### config.mk
export PLATFORM = sky130hd
export DESIGN_NAME = blend_sequencer
export DESIGN_NICKNAME = d
export VERILOG_FILES = /design/src/rtl/blend_pkg.sv /design/src/rtl/blend_tick_gen.sv /design/src/rtl/blend_sequencer.sv
export SDC_FILE = /design/constraint.sdc
export NUM_CORES = 1
export LEC_CHECK = 0
export CORE_MARGIN = 3
export CORE_UTILIZATION = 40
export DETAILED_ROUTE_END_ITERATION = 10
export GPL_ROUTABILITY_DRIVEN = 0
export PLACE_DENSITY = 0.72
export SLEW_MARGIN = 20
export SYNTH_ARGS = -nofsm -noshare
export SYNTH_HDL_FRONTEND = slang
export SYNTH_HIERARCHICAL = 1
export SYNTH_SLANG_ARGS = --single-unit
### constraint.sdc
create_clock -name clk -period 2.4 [get_ports clk]
set_clock_uncertainty 0.15 [all_clocks]
set_input_delay 0.48 -clock clk [delete_from_list [all_inputs] [get_ports clk]]
set_output_delay 0.48 -clock clk [all_outputs]
set_load 0.02 [all_outputs]
### src/rtl/blend_pkg.sv
// Shared types for the blend sequencer: controller states and mixing pattern codes.
package blend_pkg;

    typedef enum logic [2:0] {
        ST_IDLE     = 3'd0,
        ST_RAMP     = 3'd1,
        ST_RUN      = 3'd2,
        ST_PULSE_LO = 3'd3,
        ST_FAULT    = 3'd4
    } state_t;

    // Mode[3:2]; the reserved code behaves like constant speed
    typedef enum logic [1:0] {
        PAT_CONST = 2'b00,
        PAT_PULSE = 2'b01,
        PAT_RAMP  = 2'b10,
        PAT_RSVD  = 2'b11
    } pattern_t;

    function automatic logic is_busy(input state_t s);
        return (s != ST_IDLE) && (s != ST_FAULT);
    endfunction

endpackage

### src/rtl/blend_tick_gen.sv
// Free-running divider producing a one-clock tick every TICK_DIV clocks.
module blend_tick_gen #(
    parameter int TICK_DIV = 10
) (
    input  logic clk,
    input  logic reset,
    output logic tick
);

    localparam int CNT_W = $clog2(TICK_DIV);
    localparam logic [CNT_W-1:0] CNT_LAST = CNT_W'(TICK_DIV - 1);

    logic [CNT_W-1:0] cnt_q;
    logic [CNT_W-1:0] cnt_d;

    // next count, wrapping at TICK_DIV-1
    always_comb begin
        if (cnt_q == CNT_LAST) begin
            cnt_d = {CNT_W{1'b0}};
        end else begin
            cnt_d = cnt_q + CNT_W'(1);
        end
    end

    // count register
    always_ff @(posedge clk) begin
        if (reset) begin
            cnt_q <= {CNT_W{1'b0}};
        end else begin
            cnt_q <= cnt_d;
        end
    end

    assign tick = (cnt_q == CNT_LAST);

endmodule

### src/rtl/blend_sequencer.sv
// Blender motor sequencer: constant, pulse and ramp run patterns with a lid
// interlock, abort, and a tick-based run timer.
module blend_sequencer
    import blend_pkg::*;
#(
    parameter int SPEED_W   = 2,
    parameter int TIMER_W   = 8,
    parameter int TICK_DIV  = 10,
    parameter int PULSE_ON  = 4,
    parameter int PULSE_OFF = 4
) (
    input  logic               clk,
    input  logic               reset,
    input  logic [3:0]         Mode,
    input  logic               start,
    input  logic               stop,
    input  logic               lid_closed,
    input  logic [TIMER_W-1:0] duration,
    output logic [SPEED_W-1:0] out,
    output logic               busy,
    output logic               done,
    output logic               fault
);

    localparam int PH_MAX = (PULSE_ON > PULSE_OFF) ? PULSE_ON : PULSE_OFF;
    localparam int PH_W   = (PH_MAX > 1) ? $clog2(PH_MAX) : 1;

    state_t             state_q, state_d;
    logic [SPEED_W-1:0] out_q, out_d;
    logic               busy_q, busy_d;
    logic               done_q, done_d;
    logic               fault_q, fault_d;
    logic [TIMER_W-1:0] remaining_q, remaining_d;
    logic [3:0]         mode_q, mode_d;
    logic [PH_W-1:0]    phase_q, phase_d;

    logic               tick_s;
    logic [SPEED_W-1:0] tgt_s;
    logic [SPEED_W-1:0] tgt_in_s;
    pattern_t           pat_s;

    blend_tick_gen #(.TICK_DIV(TICK_DIV)) u_tick_gen (
        .clk   (clk),
        .reset (reset),
        .tick  (tick_s)
    );

    assign tgt_s    = SPEED_W'(mode_q[1:0]);
    assign tgt_in_s = SPEED_W'(Mode[1:0]);
    assign pat_s    = pattern_t'(mode_q[3:2]);

    // next-state and output computation; priority stop > lid open > expiry > step
    always_comb begin
        state_d     = state_q;
        out_d       = out_q;
        done_d      = 1'b0;
        remaining_d = remaining_q;
        mode_d      = mode_q;
        phase_d     = phase_q;

        case (state_q)
            ST_IDLE: begin
                out_d = {SPEED_W{1'b0}};
                if (start && !stop && lid_closed) begin
                    mode_d      = Mode;
                    remaining_d = duration;
                    phase_d     = {PH_W{1'b0}};
                    if ((duration == {TIMER_W{1'b0}}) || (Mode[1:0] == 2'b00)) begin
                        done_d = 1'b1;
                    end else begin
                        case (pattern_t'(Mode[3:2]))
                            PAT_RAMP: begin
                                state_d = ST_RAMP;
                                out_d   = SPEED_W'(1);
                            end
                            default: begin
                                state_d = ST_RUN;
                                out_d   = tgt_in_s;
                            end
                        endcase
                    end
                end else begin
                    state_d = ST_IDLE;
                end
            end

            ST_RAMP, ST_RUN, ST_PULSE_LO: begin
                if (stop) begin
                    state_d = ST_IDLE;
                    out_d   = {SPEED_W{1'b0}};
                end else if (!lid_closed) begin
                    state_d = ST_FAULT;
                    out_d   = {SPEED_W{1'b0}};
                end else if (tick_s) begin
                    remaining_d = remaining_q - TIMER_W'(1);
                    if (remaining_q == TIMER_W'(1)) begin
                        state_d = ST_IDLE;
                        out_d   = {SPEED_W{1'b0}};
                        done_d  = 1'b1;
                    end else begin
                        case (state_q)
                            ST_RAMP: begin
                                // a target of 1 is already reached on entry
                                if (out_q >= tgt_s) begin
                                    state_d = ST_RUN;
                                end else begin
                                    out_d = out_q + SPEED_W'(1);
                                    if ((out_q + SPEED_W'(1)) == tgt_s) begin
                                        state_d = ST_RUN;
                                    end else begin
                                        state_d = ST_RAMP;
                                    end
                                end
                            end
                            ST_RUN: begin
                                if (pat_s == PAT_PULSE) begin
                                    if (phase_q == PH_W'(PULSE_ON - 1)) begin
                                        state_d = ST_PULSE_LO;
                                        out_d   = {SPEED_W{1'b0}};
                                        phase_d = {PH_W{1'b0}};
                                    end else begin
                                        phase_d = phase_q + PH_W'(1);
                                    end
                                end else begin
                                    out_d = tgt_s;
                                end
                            end
                            ST_PULSE_LO: begin
                                if (phase_q == PH_W'(PULSE_OFF - 1)) begin
                                    state_d = ST_RUN;
                                    out_d   = tgt_s;
                                    phase_d = {PH_W{1'b0}};
                                end else begin
                                    phase_d = phase_q + PH_W'(1);
                                end
                            end
                            default: begin
                                state_d = ST_IDLE;
                                out_d   = {SPEED_W{1'b0}};
                            end
                        endcase
                    end
                end else begin
                    state_d = state_q;
                end
            end

            ST_FAULT: begin
                out_d = {SPEED_W{1'b0}};
                if (stop) begin
                    state_d = ST_IDLE;
                end else begin
                    state_d = ST_FAULT;
                end
            end

            default: begin
                state_d = ST_IDLE;
                out_d   = {SPEED_W{1'b0}};
            end
        endcase

        busy_d  = is_busy(state_d);
        fault_d = (state_d == ST_FAULT);
    end

    // state and registered outputs
    always_ff @(posedge clk) begin
        if (reset) begin
            state_q     <= ST_IDLE;
            out_q       <= {SPEED_W{1'b0}};
            busy_q      <= 1'b0;
            done_q      <= 1'b0;
            fault_q     <= 1'b0;
            remaining_q <= {TIMER_W{1'b0}};
            mode_q      <= 4'b0000;
            phase_q     <= {PH_W{1'b0}};
        end else begin
            state_q     <= state_d;
            out_q       <= out_d;
            busy_q      <= busy_d;
            done_q      <= done_d;
            fault_q     <= fault_d;
            remaining_q <= remaining_d;
            mode_q      <= mode_d;
            phase_q     <= phase_d;
        end
    end

    assign out   = out_q;
    assign busy  = busy_q;
    assign done  = done_q;
    assign fault = fault_q;

endmodule

### After elaboration in Yosys (flattened, before gate mapping)

Cells that the tools add are included.

* output and inout bits: 5
* logic and storage cells: 102
* flip-flop bits (word level): 26

* muxes and demuxes: 49
* $lt $le $gt $ge: 1
* add/subtract/negate cells: 4
* eq/ne operators: 23
* reduce and logical (&&, ||, !) cells: 16

Operators by type and width (number)
* 2-bit two-way mux: 21
* 8-bit two-way mux: 4
* 3-bit two-way mux: 10
* 3-bit case mux with 3 select lines: 2
* 8-bit case mux with 2 select lines: 1
* 6-bit != test (second input constant): 2
* 2-bit case mux with 2 select lines: 3
* 2-bit != test (second input constant): 5
* 3-bit != test (second input constant): 3
* 8-bit by 1-bit == test with 1-bit output (second input constant): 1
* 8-bit logical NOT: 1
* 8-bit AND reduction: 1
* 8-bit by 1-bit subtractor with 8-bit output (second input constant): 1
* 7-bit != test (second input constant): 1
* 3-bit by 2-bit == test with 1-bit output (second input constant): 2
* 3-bit == test (second input constant): 2
* 1-bit two-way mux: 6
* 2-bit case mux with 3 select lines: 1
* 5-bit AND reduction: 1
* 2-bit by 1-bit adder with 2-bit output (second input constant): 2
* 4-bit by 1-bit adder with 4-bit output (second input constant): 1
* 2-bit == test (second input constant): 2
* 4-bit == test (second input constant): 1
* 4-bit != test (second input constant): 1
* other kinds (16): 18

### Longest topological paths before layout

Gate-level depths: netlist (run 1).

* depth after elaboration: 12
* gate-level depth with buffers: 10
* gate-level depth less buffers: 9

### Cells and area by module

The synthesis (run 1) kept the hierarchy.

By module, submodules not included
* blend_sequencer: cells an instance 173, sequential area each 440.4 sq um, area each 1388.8 sq um, times used 1
* blend_tick_gen: cells an instance 20, sequential area each 80.1 sq um, area each 183.9 sq um, times used 1

### Worst setup path before layout (run 1)

OpenSTA, ideal clock, no wires.

* kind: reg-to-reg
* from: register u_tick_gen.cnt_q[0]
* to: register phase_q[0]
* buffers on the path: 1
* cell stages (with the launch flop): 10
* library setup time: 70 ps
* slack: 362 ps
* required time: 2180 ps
* arrival time: 1818 ps
* cell sequence: dfxtp_1 ha_1 nand2_1 nor2_1 o21a_1 o21a_1 buf_4 nand4_1 or3_1 a21oi_1

* cells in the longest elaborated chain, start to end: 3

RTL lines
* from (decl): line blend_tick_gen.sv:13 `logic [CNT_W-1:0] cnt_q;`
* from (signal assigned): line blend_tick_gen.sv:28 `cnt_q <= {CNT_W{1'b0}};`
* from (signal assigned): line blend_tick_gen.sv:30 `cnt_q <= cnt_d;`
* 4-bit == test: line blend_tick_gen.sv:34 `assign tick = (cnt_q == CNT_LAST);`
* via tick_s: line blend_sequencer.sv:37 `logic tick_s;`
* 2-bit != test (no source line)
* 8-bit AND reduction (no source line)
* to (signal assigned): line blend_sequencer.sv:177 `phase_q <= {PH_W{1'b0}};`
* to (signal assigned): line blend_sequencer.sv:186 `phase_q <= phase_d;`
* to (decl): line blend_sequencer.sv:35 `logic [PH_W-1:0] phase_q, phase_d;`

The timed path passes the listed nets, and every way through them passes these cells.
A chain may end at the register's enable or synchronous reset.

### Final worst setup path (run 1)

Same ends and word-level chain as after synthesis.

==> impl_metrics.ini, run 1 <==
[outcome]
outcome = finished, final reports clean

[global_route]
antenna_found_initial = 0
grt_first_pass_wirelength_mm = 6.06
grt_usage_pct = 16.9
grt_max_degree = 15
grt_remaining_overflow = 0
grt_pass1_vias = 1338

[sta]
setup_violations = 0
slew_headroom_pct = 57.6
max_freq_mhz = 482
setup_ws_ps = 323
report.final.slew_viol_count = 0
hold_viol = 0
min_period_over_period_pct = 86.5
finalCriticalPeriod_ps = 2080
tightest_slew_ps = 635
tns_ps = 0
holdWs_ps = 341
rsz0062_at_grt = no

[logic_synthesis]
synth_top_family_by_area = simple AND/OR/NAND/NOR gates
netlist_instances = 193
async_reset_ff_share_pct = 0
seq_area_frac_synth_pct = 33.1
yosys.area_share.simple_pct = 27.8
yosysWarnings = 6
synthTopCellsByArea = dfxtp_1, a21oi_1, ha_1
synthFlopType = dfxtp_1
synth_edf_count = 0
yosys_register_bits = 26
synth_adder_area_share_pct = 5.57
synthesis.area_um2 = 1570
ys_types = 50
syn_avg_cell_area_um2 = 8.15
yosysTopAreaCell = dfxtp_1
synthesis.nets = 217
synth_top_cell_area_share_pct = 33.1
muxShareOfSynthArea_pct = 3.18
yosys.area_share.xor_xnor_pct = 0.557
synth-compound-area-share_pct = 25.1

[detailed_routing]
drt_iter0_drc = 63
vias = 1455
wl_per_cell_um = 13.0
finalWirelength_mm = 3.49
avgViaCountPerCell = 5.43
drtAntennaViolNets = 0
drtPass1Iterations = 4
route.detailed.drc = 0

[power]
p_leak_uw = 0.000694
p_per_area_nw_per_um2 = 460
vdd_drop_max_mv = 0.439

[clocking]
root_buffer = clkbuf_8
cts_buffers = 3
cts_sinks = 26
htree_levels = 1
cts.clk_slew.worst_paths_ps = 90
insertion_delay_ps = 270
max-clock-path-buffers = 2
cts_tree = built

[floorplan]
die_height_um = 68.7
start_util_pct = 42.3
core_region_area_um2 = 3720
die-width_um = 68.7
ios = 22
rows = 22
dieArea_um2 = 4720

[finish]
drive_gt1_share_pct = 10.0
most-common-layout-cells = dfxtp_1, nor2_1, clkdlybuf4s50_1
area_growth_pct = 22.6
final_util_pct = 51.9
final_common_cell = dfxtp_1
final_area_um2 = 1930
diodes = 0
nNetsFinal = 245

[worst_setup_path]
cp_data_arrival_time_ps = 2130
worstSetupPathType = reg2reg
cp-start-kind = register
reg2reg_to = phase_q[0]$_SDFFE_PP0P_
rr_worst_depth = 8
worst-path-max-fanout = 7
reg2reg_slack_ps = 320
r2r_start = u_tick_gen/cnt_q[0]$_SDFF_PP0_
worstPathRequired_ps = 2460
startpoint = u_tick_gen/cnt_q[0]$_SDFF_PP0_
critPathCapture = phase_q[0]$_SDFFE_PP0P_
crit_path_end_kind = register

[placement]
port_buffers = 21
dpl-instance-area_um2 = 1870
post-dp-hpwl_mm = 2.69
dpl_worst_slack_ps = 114

[job]
drv_cap = 0

[min_path]
hold_depth = 1
hp-class = reg2reg
-- kinds of logic after synthesis --
family | Yosys count
AO/OA/AOI/OAI | 61
adder cells (fa/ha/maj) | 7
AND/OR/NAND/NOR | 77
buffers and inverters | 16
XOR/XNOR | 1
multiplexers | 5
flip-flops | 26
-- worst max-delay path, stage by stage (launching register included) --
cell     delay (ps)
dfxtp_1         400
ha_1            190
nand2_1         100
nor2_2          260
o21a_1          190
o21a_1          140
nand4_1         120
or3_1           320
a21oi_1         140
-- metrics by stage --
stage / power, µW / cells
after global routing: 933 / 268
after CTS: 901 / 268
after detailed placement: 612 / 264
final: 887 / 268
after floorplan: 549 / 193
after global placement: 611 / 264
-- worst min path at each step --
stage / from / endpoint / slack (ps)
global placement: phase_q[1]$_SDFFE_PP0P_ / phase_q[1]$_SDFFE_PP0P_ / 320
floorplan: u_tick_gen/cnt_q[0]$_SDFF_PP0_ / u_tick_gen/cnt_q[0]$_SDFF_PP0_ / 290
CTS: u_tick_gen/cnt_q[0]$_SDFF_PP0_ / u_tick_gen/cnt_q[0]$_SDFF_PP0_ / 350
detailed placement: u_tick_gen/cnt_q[0]$_SDFF_PP0_ / u_tick_gen/cnt_q[0]$_SDFF_PP0_ / 320
finish: u_tick_gen/cnt_q[0]$_SDFF_PP0_ / u_tick_gen/cnt_q[0]$_SDFF_PP0_ / 340
global route: u_tick_gen/cnt_q[0]$_SDFF_PP0_ / u_tick_gen/cnt_q[0]$_SDFF_PP0_ / 370
-- layout make-up --
class | count | area [µm²]
clock buffer | 4 | 55.1
fill | 370 | 1790
inverter | 9 | 33.8
multi-input combinational | 151 | 981
sequential | 26 | 520
tap | 48 | 60.1
timing repair buffer | 30 | 278
-- cells in the mapped netlist (3+ instances only) --
cell type  instances
dfxtp_1           26
nor2_1            22
a21oi_1           20
nand2_1           13
o21ai_0           11
inv_1              8
ha_1               7
mux2i_1            5
nor3_1             5
a31oi_1            4
and2_1             4
or4_1              4
nand2b_1           3
nand3_1            3
nand3b_1           3
nor2b_1            3
o211ai_1           3
-- power by group --
part / internal (µW) / leakage [µW] / total (µW) / switching, µW
Clock: 147 / 0.0000288 / 284 / 138
Combinational: 72.9 / 0.000454 / 142 / 69.5
Sequential: 445 / 0.000211 / 460 / 15.4
-- per-layer routing --
layer / wire length [µm] / vias up / global-route usage [%] / share of wire (%)
li1: - / 766 / - / -
met1: 1690 / 643 / 23.0 / 48
met2: 1560 / 42 / 25.9 / 45
met3: 206 / 4 / 3.89 / 5.9
met4: 40 / 0 / 6.57 / 1.1
met5: 0 / - / 0 / 0
-- registers in the layout (all words and copies together) (netlist names) --
name,cells
out,2
state_q,3
busy,1
done,1
mode_q,4
fault,1
phase_q,2
u_tick_gen/cnt_q,4
remaining_q,8
-- what timing repair did --
item                       CTS  global route
hold buffers                 0             0
gates resized for setup      0             1
buffers inserted             0             0
hold endpoints to repair     0             0
setup endpoints to repair    0             2
(Power assumes the default switching activity.)
==> run 2, diff against run 1 <==
--- a/config.mk
+++ b/config.mk
@@ -10,7 +10,7 @@
 export DETAILED_ROUTE_END_ITERATION = 10
 export GPL_ROUTABILITY_DRIVEN = 0
 export PLACE_DENSITY = 0.72
-export SLEW_MARGIN = 20
+export SLEW_MARGIN = 15
 export SYNTH_ARGS = -nofsm -noshare
 export SYNTH_HDL_FRONTEND = slang
 export SYNTH_HIERARCHICAL = 1
==> results of run 2 <==
Same layout as run 1: the final DEF is identical, and so are final timing and power.
==> run 3, diff against run 2 <==
--- a/config.mk
+++ b/config.mk
@@ -5,11 +5,11 @@
 export SDC_FILE = /design/constraint.sdc
 export NUM_CORES = 1
 export LEC_CHECK = 0
+export CORE_ASPECT_RATIO = 1.1
 export CORE_MARGIN = 3
 export CORE_UTILIZATION = 40
 export DETAILED_ROUTE_END_ITERATION = 10
 export GPL_ROUTABILITY_DRIVEN = 0
-export PLACE_DENSITY = 0.72
 export SLEW_MARGIN = 15
 export SYNTH_ARGS = -nofsm -noshare
 export SYNTH_HDL_FRONTEND = slang
==> constraint.sdc (replaced) <==
create_clock -name clk -period 2.5 [get_ports clk]
set_clock_uncertainty 0.15 [all_clocks]
set_input_delay 0.5 -clock clk [delete_from_list [all_inputs] [get_ports clk]]
set_output_delay 0.5 -clock clk [all_outputs]
set_load 0.02 [all_outputs]
==> run 3 against run 2 <==
Combinational power down 6%. Via count grew 4.5%. Clock power fell by 4%. Non-clock buffer count fell by 4. Global-route usage increased by 0.25 points. Worst setup slack lost 68 ps. Largest cell class unchanged. Core utilization shrank 0.76 points. Critical path depth did not move. Critical path type unchanged. Count of clock-buffer cells in the layout unchanged. Design area decreased by 1.6%.
==> impl_metrics.ini, run 3 (synthesis gave the netlist of run 1 again) <==
[power]
power_frac_seq_pct = 52.1
sw_frac_of_total_pct = 25.2
internal_power_uw = 634
power_switching_uw = 214
p_leak_uw = 0.000676
pwr-share-comb_pct = 15.7
vdd_drop_max_mv = 0.259
clkPwrFrac_pct = 32.2
p_per_area_nw_per_um2 = 447

[min_path]
worstHoldStart = phase_q[1]$_SDFFE_PP0P_
hp-class = reg2reg
hold_depth = 2
min_to = phase_q[1]$_SDFFE_PP0P_

[floorplan]
rows = 23
dieArea_um2 = 4720
core_region_area_um2 = 3710
die_height_um = 71.8
start_util_pct = 42.4
ios = 22
die-width_um = 65.8

[clocking]
cts_resized = 0
htree_levels = 1
cts_tree = built
insertion_delay_ps = 270
hold_buffers = 0
root_buffer = clkbuf_8
cts.clk_slew.worst_paths_ps = 90
max-clock-path-buffers = 2
cts_buffers = 3
post_cts_buffers = 0
cts_sinks = 26

[finish]
final_common_cell = dfxtp_1
nNetsFinal = 241
area.sequential_um2 = 520
drive_gt1_share_pct = 7.87
multi_input_area_um2 = 978
largest_reg_flops = 8
fillCellCount = 362
diodes = 0
most-common-layout-cells = dfxtp_1, nor2_1, clkdlybuf4s50_1
area_growth_pct = 20.7
largestRegisters = remaining_q: 8 flops, mode_q: 4 flops, u_tick_gen/cnt_q: 4 flops
final_cell_count_no_fill = 266
regMostFlops = remaining_q

[worst_setup_path]
reg2reg_slack_ps = 260
cpMaxStageDelayCell = dfxtp_1
reg2reg_to = phase_q[0]$_SDFFE_PP0P_
cp_data_arrival_time_ps = 2300
worstPathRequired_ps = 2550
cp-start-kind = register
path_cells = ha_1 -> nand2_1 -> nor2_1 -> o21a_1 -> o21a_1 -> nand4_1 -> or3_1 -> a21oi_1
worst-path-max-fanout = 7
startpoint = u_tick_gen/cnt_q[0]$_SDFF_PP0_
worstSetupPathType = reg2reg
r2r_start = u_tick_gen/cnt_q[0]$_SDFF_PP0_
max_stage_delay_ps = 410
crit_top_cell = o21a_1
crit_path_end_kind = register
rr_worst_depth = 8

[detailed_routing]
finalWirelength_mm = 3.79
avgViaCountPerCell = 5.72
drtAntennaViolNets = 0
vias = 1521
drt_iter0_drc = 76
wl_per_cell_um = 14.2
route.detailed.drc = 0
drtPass1Iterations = 4

[sta]
hold_viol = 0
finalCriticalPeriod_ps = 2240
rsz0062_at_grt = no
min_period_over_period_pct = 89.8
holdWs_ps = 348
max_freq_mhz = 446
tightest_slew_ps = 737
report.final.slew_viol_count = 0
setup_violations = 0
slew_headroom_pct = 50.8
tns_ps = 0

[placement]
port_buffers = 21
post-dp-hpwl_mm = 2.91
placed_cells = 262

[job]
drv_cap = 0

[global_route]
grt_remaining_overflow = 0
grt_pass1_vias = 1451
antenna_found_initial = 0
grt_max_degree = 26
grt_first_pass_wirelength_mm = 6.44
grt_usage_pct = 17.2

[outcome]
outcome = finished, final reports clean
==> run 3: area by class of cell <==
class                           count  share of cell area [%]
Timing Repair Buffer               26                    13.1
Clock buffer                        4                    2.90
Multi-Input combinational cell    151                    51.5
Sequential cell                    26                    27.4
Inverter                            9                    1.78
Tap cell                           50                    3.30
==> run 3: metrics by stage <==
step                instance area (µm²)  total power (µW)  util, %  setup WS, ps
floorplan                          1570               527        -           462
global placement                   1840               581     49.6           197
detailed placement                 1840               585     49.6           154
CTS                                1900               857     51.1           263
global route                       1900               891     51.1          7.45
finish                             1900               848     51.1           255
==> run 3: routing by layer <==
layer	part of all wire (%)	up-vias	GRT usage, %
met3	2.2	9	2.35
li1	-	755	-
met2	50	26	29.8
met1	45	731	21.1
met4	2.3	0	6.91
met5	0	-	0
==> run 3: critical path, delay by kind of cell (launching register included) <==
| family | cells | cell delay (ps) |
|---|---|---|
| AND/OR/NAND/NOR | 4 | 910 |
| AO/OA/AOI/OAI | 3 | 490 |
| flip-flops | 1 | 410 |
| adder cells (fa/ha/maj) | 1 | 190 |
==> run 3: how the worst max path moves through the flow <==
| stage | end |
|---|---|
| finish | phase_q[0]$_SDFFE_PP0P_ |
| global route | phase_q[0]$_SDFFE_PP0P_ |
| CTS | phase_q[0]$_SDFFE_PP0P_ |
| detailed placement | out[1]$_SDFFE_PP0P_ |
| global placement | done$_SDFF_PP0_ |
| floorplan | phase_q[0]$_SDFFE_PP0P_ |
==> run 3: power groups by stage <==
stage,Clock [µW],Combinational [µW],Sequential [µW]
floorplan,0,78.7,448
global placement,0,130,451
detailed placement,0,133,451
CTS,281,133,442
global route,298,148,445
finish,273,133,442
